`config.mk`:
```
export PLATFORM = sky130hd
export DESIGN_NAME = src_pp_buf_flat
export DESIGN_NICKNAME = d
export VERILOG_FILES = /design/src/rtl/src_pp_buf_if.sv /design/src/rtl/src_pp_buf.sv /design/src/flat_wrapper.sv
export SDC_FILE = /design/constraint.sdc
export NUM_CORES = 2
export LEC_CHECK = 0
export BUFFER_PORTS_ARGS = -buffer_cell sky130_fd_sc_hd__buf_2
export CORE_AREA = 3 3 499 501
export CTS_BUF_LIST = sky130_fd_sc_hd__clkbuf_2 sky130_fd_sc_hd__clkbuf_4 sky130_fd_sc_hd__clkbuf_8
export DETAILED_ROUTE_END_ITERATION = 8
export DIE_AREA = 0 0 502 504
export PLACE_DENSITY = 0.51
export SYNTH_ARGS = -nofsm -noshare
export SYNTH_HDL_FRONTEND = slang
export SYNTH_SLANG_ARGS = --single-unit
```
`constraint.sdc`:
```
create_clock -name clk -period 5.6 [get_ports clk]
set_input_delay 0.56 -clock clk [delete_from_list [all_inputs] [get_ports clk]]
set_output_delay 0.56 -clock clk [all_outputs]
set_load 0.01 [all_outputs]
```
`src/rtl/src_pp_buf_if.sv`:
```
`default_nettype none
// ============================================================================
// Module   : src_pp_buf_if
// Brief    : DMA-fill / exec-read bundle for the ping-pong source buffer.
// Revision : 1.0 - initial release
// ============================================================================
interface src_pp_buf_if #(
    parameter int DW    = 64,
    parameter int LW    = 32,
    parameter int DEPTH = 16
);
    localparam int c_lanes = DW / LW;
    localparam int c_aw    = $clog2(DEPTH);
    localparam int c_la    = $clog2(c_lanes);

    logic                   src_v;
    logic [c_aw-1:0]        src_a;
    logic [DW-1:0]          src_d;
    logic                   src_last;
    logic                   src_rdy;
    logic                   exec;
    logic [c_aw+c_la-1:0]   ia;
    logic [LW-1:0]          d;
    logic                   exec_rdy;
    logic                   exec_done;
    logic [1:0]             nfull;
    logic                   err_ovf;
    logic                   err_udf;

    modport master (
        output src_v, src_a, src_d, src_last, exec, ia, exec_done,
        input  src_rdy, d, exec_rdy, nfull, err_ovf, err_udf
    );

    modport slave (
        input  src_v, src_a, src_d, src_last, exec, ia, exec_done,
        output src_rdy, d, exec_rdy, nfull, err_ovf, err_udf
    );
endinterface
`default_nettype wire

```
`src/rtl/src_pp_buf.sv`:
```
`default_nettype none
// ============================================================================
// Module   : src_pp_buf
// Brief    : Ping-pong source buffer; DMA fills one bank while exec reads
//            LW-bit lanes from the other, banks handed over by fill/release.
// Revision : 1.0 - initial release
// ============================================================================
module src_pp_buf #(
    parameter int DW    = 64,
    parameter int LW    = 32,
    parameter int DEPTH = 16
) (
    input  wire logic       clk,
    input  wire logic       rst_n,
    src_pp_buf_if.slave     bus
);
    localparam int c_lanes = DW / LW;
    localparam int c_aw    = $clog2(DEPTH);
    localparam int c_la    = $clog2(c_lanes);

    typedef enum logic {
        FREE = 1'b0,
        FULL = 1'b1
    } bank_st_t;

    bank_st_t           r_bank_st [2];
    bank_st_t           w_bank_st_nxt [2];
    logic               r_wb;
    logic               r_rb;
    logic               w_wb_nxt;
    logic               w_rb_nxt;
    logic [DW-1:0]      r_mem [2][DEPTH];
    logic [DW-1:0]      r_word;
    logic [c_la-1:0]    r_lane;
    logic               r_err_ovf;
    logic               r_err_udf;
    logic               w_src_rdy;
    logic               w_exec_rdy;
    logic               w_wr;
    logic               w_rd;
    logic               w_rel;
    logic [LW-1:0]      w_lanes [c_lanes];

    assign w_src_rdy  = (r_bank_st[r_wb] == FREE);
    assign w_exec_rdy = (r_bank_st[r_rb] == FULL);
    assign w_wr       = bus.src_v & w_src_rdy;
    assign w_rd       = bus.exec & w_exec_rdy;
    assign w_rel      = bus.exec_done & w_exec_rdy;

    assign bus.src_rdy  = w_src_rdy;
    assign bus.exec_rdy = w_exec_rdy;
    assign bus.nfull    = {1'b0, r_bank_st[0] == FULL} + {1'b0, r_bank_st[1] == FULL};
    assign bus.err_ovf  = r_err_ovf;
    assign bus.err_udf  = r_err_udf;

    // A completing fill and a release always target different banks
    // (one must be FREE, the other FULL), so both updates can apply at once.
    always_comb begin
        w_bank_st_nxt = r_bank_st;
        w_wb_nxt      = r_wb;
        w_rb_nxt      = r_rb;
        if (w_wr && bus.src_last) begin
            w_bank_st_nxt[r_wb] = FULL;
            w_wb_nxt            = ~r_wb;
        end
        if (w_rel) begin
            w_bank_st_nxt[r_rb] = FREE;
            w_rb_nxt            = ~r_rb;
        end
    end

    always_ff @(posedge clk or negedge rst_n) begin
        if (!rst_n) begin
            r_bank_st[0] <= FREE;
            r_bank_st[1] <= FREE;
            r_wb         <= 1'b0;
            r_rb         <= 1'b0;
        end else begin
            r_bank_st <= w_bank_st_nxt;
            r_wb      <= w_wb_nxt;
            r_rb      <= w_rb_nxt;
        end
    end

    always_ff @(posedge clk or negedge rst_n) begin
        if (!rst_n) begin
            r_err_ovf <= 1'b0;
            r_err_udf <= 1'b0;
        end else begin
            r_err_ovf <= r_err_ovf | (bus.src_v & ~w_src_rdy);
            r_err_udf <= r_err_udf | ((bus.exec | bus.exec_done) & ~w_exec_rdy);
        end
    end

    // Storage is deliberately not reset.
    always_ff @(posedge clk) begin
        if (w_wr) begin
            r_mem[r_wb][bus.src_a] <= bus.src_d;
        end
    end

    always_ff @(posedge clk or negedge rst_n) begin
        if (!rst_n) begin
            r_word <= '0;
            r_lane <= '0;
        end else if (w_rd) begin
            r_word <= r_mem[r_rb][bus.ia[c_aw+c_la-1:c_la]];
            r_lane <= bus.ia[c_la-1:0];
        end
    end

    // Lane 0 is the most significant slice of the word.
    for (genvar g = 0; g < c_lanes; g++) begin : g_lanes
        assign w_lanes[g] = r_word[DW-1-g*LW -: LW];
    end

    assign bus.d = w_lanes[r_lane];
endmodule
`default_nettype wire

```
`src/flat_wrapper.sv`:
```
// flat-port wrapper written by rule: the top's interface ports become plain ports
module src_pp_buf_flat 
#(
    parameter int DW    = 64,
    parameter int LW    = 32,
    parameter int DEPTH = 16
)
  (clk, rst_n, bus_src_v, bus_src_a, bus_src_d, bus_src_last, bus_exec, bus_ia, bus_exec_done, bus_src_rdy, bus_d, bus_exec_rdy, bus_nfull, bus_err_ovf, bus_err_udf);
  src_pp_buf_if #(.DW(DW), .LW(LW), .DEPTH(DEPTH)) bus_i ();
  input  wire logic clk;
  input  wire logic rst_n;
  input wire logic [$bits(bus_i.src_v)-1:0] bus_src_v;
  input wire logic [$bits(bus_i.src_a)-1:0] bus_src_a;
  input wire logic [$bits(bus_i.src_d)-1:0] bus_src_d;
  input wire logic [$bits(bus_i.src_last)-1:0] bus_src_last;
  input wire logic [$bits(bus_i.exec)-1:0] bus_exec;
  input wire logic [$bits(bus_i.ia)-1:0] bus_ia;
  input wire logic [$bits(bus_i.exec_done)-1:0] bus_exec_done;
  output wire logic [$bits(bus_i.src_rdy)-1:0] bus_src_rdy;
  output wire logic [$bits(bus_i.d)-1:0] bus_d;
  output wire logic [$bits(bus_i.exec_rdy)-1:0] bus_exec_rdy;
  output wire logic [$bits(bus_i.nfull)-1:0] bus_nfull;
  output wire logic [$bits(bus_i.err_ovf)-1:0] bus_err_ovf;
  output wire logic [$bits(bus_i.err_udf)-1:0] bus_err_udf;
  assign bus_i.src_v = bus_src_v;
  assign bus_i.src_a = bus_src_a;
  assign bus_i.src_d = bus_src_d;
  assign bus_i.src_last = bus_src_last;
  assign bus_i.exec = bus_exec;
  assign bus_i.ia = bus_ia;
  assign bus_i.exec_done = bus_exec_done;
  assign bus_src_rdy = bus_i.src_rdy;
  assign bus_d = bus_i.d;
  assign bus_exec_rdy = bus_i.exec_rdy;
  assign bus_nfull = bus_i.nfull;
  assign bus_err_ovf = bus_i.err_ovf;
  assign bus_err_udf = bus_i.err_udf;
  src_pp_buf #(.DW(DW), .LW(LW), .DEPTH(DEPTH)) u_core (.clk(clk), .rst_n(rst_n), .bus(bus_i));
endmodule
```
==> metrics <==
most frequent cells after synthesis edfxtp_1 (2,048), mux4_2 (487), mux2i_1 (183); Worst Skew 0.0754 ns; Core Area 245,000 um^2; distinct cell type count after synthesis 45; detailed-route via count 38,800; fmax 262 MHz; storage element area 63,300 um^2; die width 502 um; Seq/Total Area, Yosys 0.783; post-layout net count 4,068; Multi-input gate area 16,600 um^2; Overall Global Routing Usage 0.172; Clock transition at path regs 0.06 ns; worst skew pair latency 1.07 ns; Max Transition Viols Final 0; number of global-route vias before repair 40,400; crit path from u_core.r_rb$_DFFE_PN0P_; LEAKAGE 29.9 nW; Syn Area/Cell 22.7 um^2; starting density of the core 0.329; CTS Buf Count 361; Die Area 253,000 um^2; Post-route DRC 0; Period minus WS final 3.81 ns; Pwr per Cell Area 410 nW/um^2; First-pass DRT Iterations 5; Max stage delay on crit path 1.11 ns; port buffer count 116; CTS tree yes; Power Total 38.3 mW; first-pass GRT wire length 311,000 um; slowest CP cell dfrtp_4; Worst-Margin Slew 1.31 ns; status finished clean; clk sinks 2,119; r2r worst-path depth 7; DIE HEIGHT 504 um; Final ANT Viol Nets 0; main flop type after synthesis edfxtp_1; gp weighted congestion 0.748; post-synth top area cell edfxtp_1; Cell Rows 182; fillcell total 22,000; #FFs+latches synth 2,119; initial antenna violation count 25; Synth-to-Final Area Change 15.5%; largest net degree at the start of global routing 103; post-route cell area 93,300 um^2; Syn Nets 3,632; CTS Root Cell clkbuf_8; final hold violations 0; setup TNS 0 ns; crit start category register; reg2reg start u_core.r_rb$_DFFE_PN0P_; hold path endpoint u_core.r_mem[0][896]$_DFFE_PP_; crit share post-route 0.680; RSZ-0062 raised after global routing no; Worst Path Buf+Inv 2; top-count cell post-synth edfxtp_1; CP arrival 4.70 ns; Post-Route WL 219,000 um; Cell Chain, Critical Path buf_12 -> buf_12 -> mux4_2 -> a22oi_1 -> a21oi_1 -> a21oi_1 -> o21ai_1; Max VDD drop 0.243 mV; routed len/inst 29.3 um; worst reg-to-reg setup slack 1.79 ns; Max Buffers Root-to-Sink 4; Post-synth EDFFs 2,048; Post-CTS Resized 0; layout cell share with drive strength beyond 1 0.321; Worst slew margin 0.126; number of DRC markers in iteration 0 4,027; worst-path fanout max 43; Warnings, synthesis 0; Worst EP required 6.49 ns; Hold Path Class primary input to register; Vias/cell 5.18; Max Cap Viol 0; post-synth top area share 0.761; worst hold path startpoint bus_src_d[0]; IO Pins 117; CP top delay family flip-flops; htree depth 5; synth top area cells edfxtp_1 (76%), mux4_2 (14%), mux2i_1 (2.3%); hold depth 1; Post-synth ARST share 0.0335; Crit. End Element register; Post-Place Cell Area 85,700 um^2; Syn Inst Count 3,552; synthesized area 80,800 um^2; reg2reg end u_core.r_word[10]$_DFFE_PN0P_; Final Setup Violations 0; Congestion Overflow GR 0; dpl hpwl 123,000 um; critical path type register to register
-- flip-flops by register name, summed over array words and instances, names as in the netlist --
| name | flops |
|---|---|
| u_core.r_word | 64 |
| u_core.r_rb | 1 |
| u_core.r_wb | 1 |
| u_core.r_mem | 2048 |
| u_core.r_lane | 1 |
| u_core.bus.err_udf | 1 |
| u_core.bus.err_ovf | 1 |
| u_core.r_bank_st | 2 |
-- worst max path at each step --
stage / endpoint / slack (ns) / depth (start not counted)
final: u_core.r_word[10]$_DFFE_PN0P_ / 1.79 / 7
after global routing: u_core.r_word[10]$_DFFE_PN0P_ / 1.61 / 7
after floorplan: u_core.r_mem[1][192]$_DFFE_PP_ / 1.02 / 5
after global placement: u_core.r_word[10]$_DFFE_PN0P_ / 1.69 / 7
after detailed placement: u_core.r_word[10]$_DFFE_PN0P_ / 1.68 / 7
after CTS: u_core.r_word[10]$_DFFE_PN0P_ / 1.64 / 7
-- metal layers --
layer | part of all wire | GRT usage
met4 | 0.022 | 0.0435
met1 | 0.44 | 0.244
met2 | 0.48 | 0.274
met3 | 0.059 | 0.0326
met5 | 0.00028 | 0
-- timing repair --
| action | 4_1_cts | 5_1_grt |
|---|---|---|
| endpoints found under the hold margin | 1118 | 0 |
| setup buffers | 0 | 0 |
| hold buffers | 57 | 0 |
-- layout by cell type (no fill, tap or decap), drive strengths merged, types with 2 or more instances in the layout --
cell / count
mux4: 492
o221ai: 8
inv: 4
a22oi: 103
o41ai: 8
diode: 7
dlygate4sd3: 57
nor3: 7
a221oi: 2
buf: 216
edfxtp: 2048
nand2: 91
o22ai: 32
mux2: 46
or2: 3
nand2b: 3
or3b: 2
dfrtp: 71
o21bai: 2
clkinv: 89
clkinvlp: 4
nand3: 3
or3: 3
a31oi: 3
o22a: 10
nand3b: 3
clkbuf: 526
or4: 4
o21ai: 59
nor2b: 5
bufinv: 7
a21oi: 103
nor2: 48
mux2i: 183
-- power breakdown --
group	total [mW]	internal [mW]	switching [mW]
clock network	13.6	7.57	6.03
registers	18.3	17.9	0.443
logic	6.34	2.89	3.45
-- cell type report --
cell class / instances / area share
inverter: 3 / 0.000121
tap: 3220 / 0.0432
sequential: 2119 / 0.678
timing repair buffer: 273 / 0.0252
antenna: 7 / 0.000188
multi-input combinational: 1230 / 0.178
clock buffer: 526 / 0.0682
clock inverter: 101 / 0.00691
-- logic make-up (layout without fill, tap and decap cells) --
kind of cell               count (synthesis)  after routing  synth area share
and+or+nand+nor                          176            176           0.00942
muxes                                    721            721             0.166
DFF                                     2119           2119             0.783
AOI/OAI and AO/OA                        332            332            0.0258
adders and majority gates                  1              1          0.000155
other                                      0              7                 0
buffers and inverters                    203            903            0.0149
-- metrics by stage --
step | util | instances | worst slack (ns) | hold slack (ns)
3_5_place_dp | 0.349 | 6788 | 1.68 | 0.459
3_3_place_gp | 0.349 | 6788 | 1.69 | 0.453
6_report | 0.380 | 7479 | 1.79 | 0.110
2_1_floorplan | - | 3552 | 1.02 | 0.264
4_1_cts | 0.380 | 7472 | 1.64 | 0.00253
5_1_grt | 0.380 | 7474 | 1.61 | 0.0605
(Power assumes the default switching activity.)
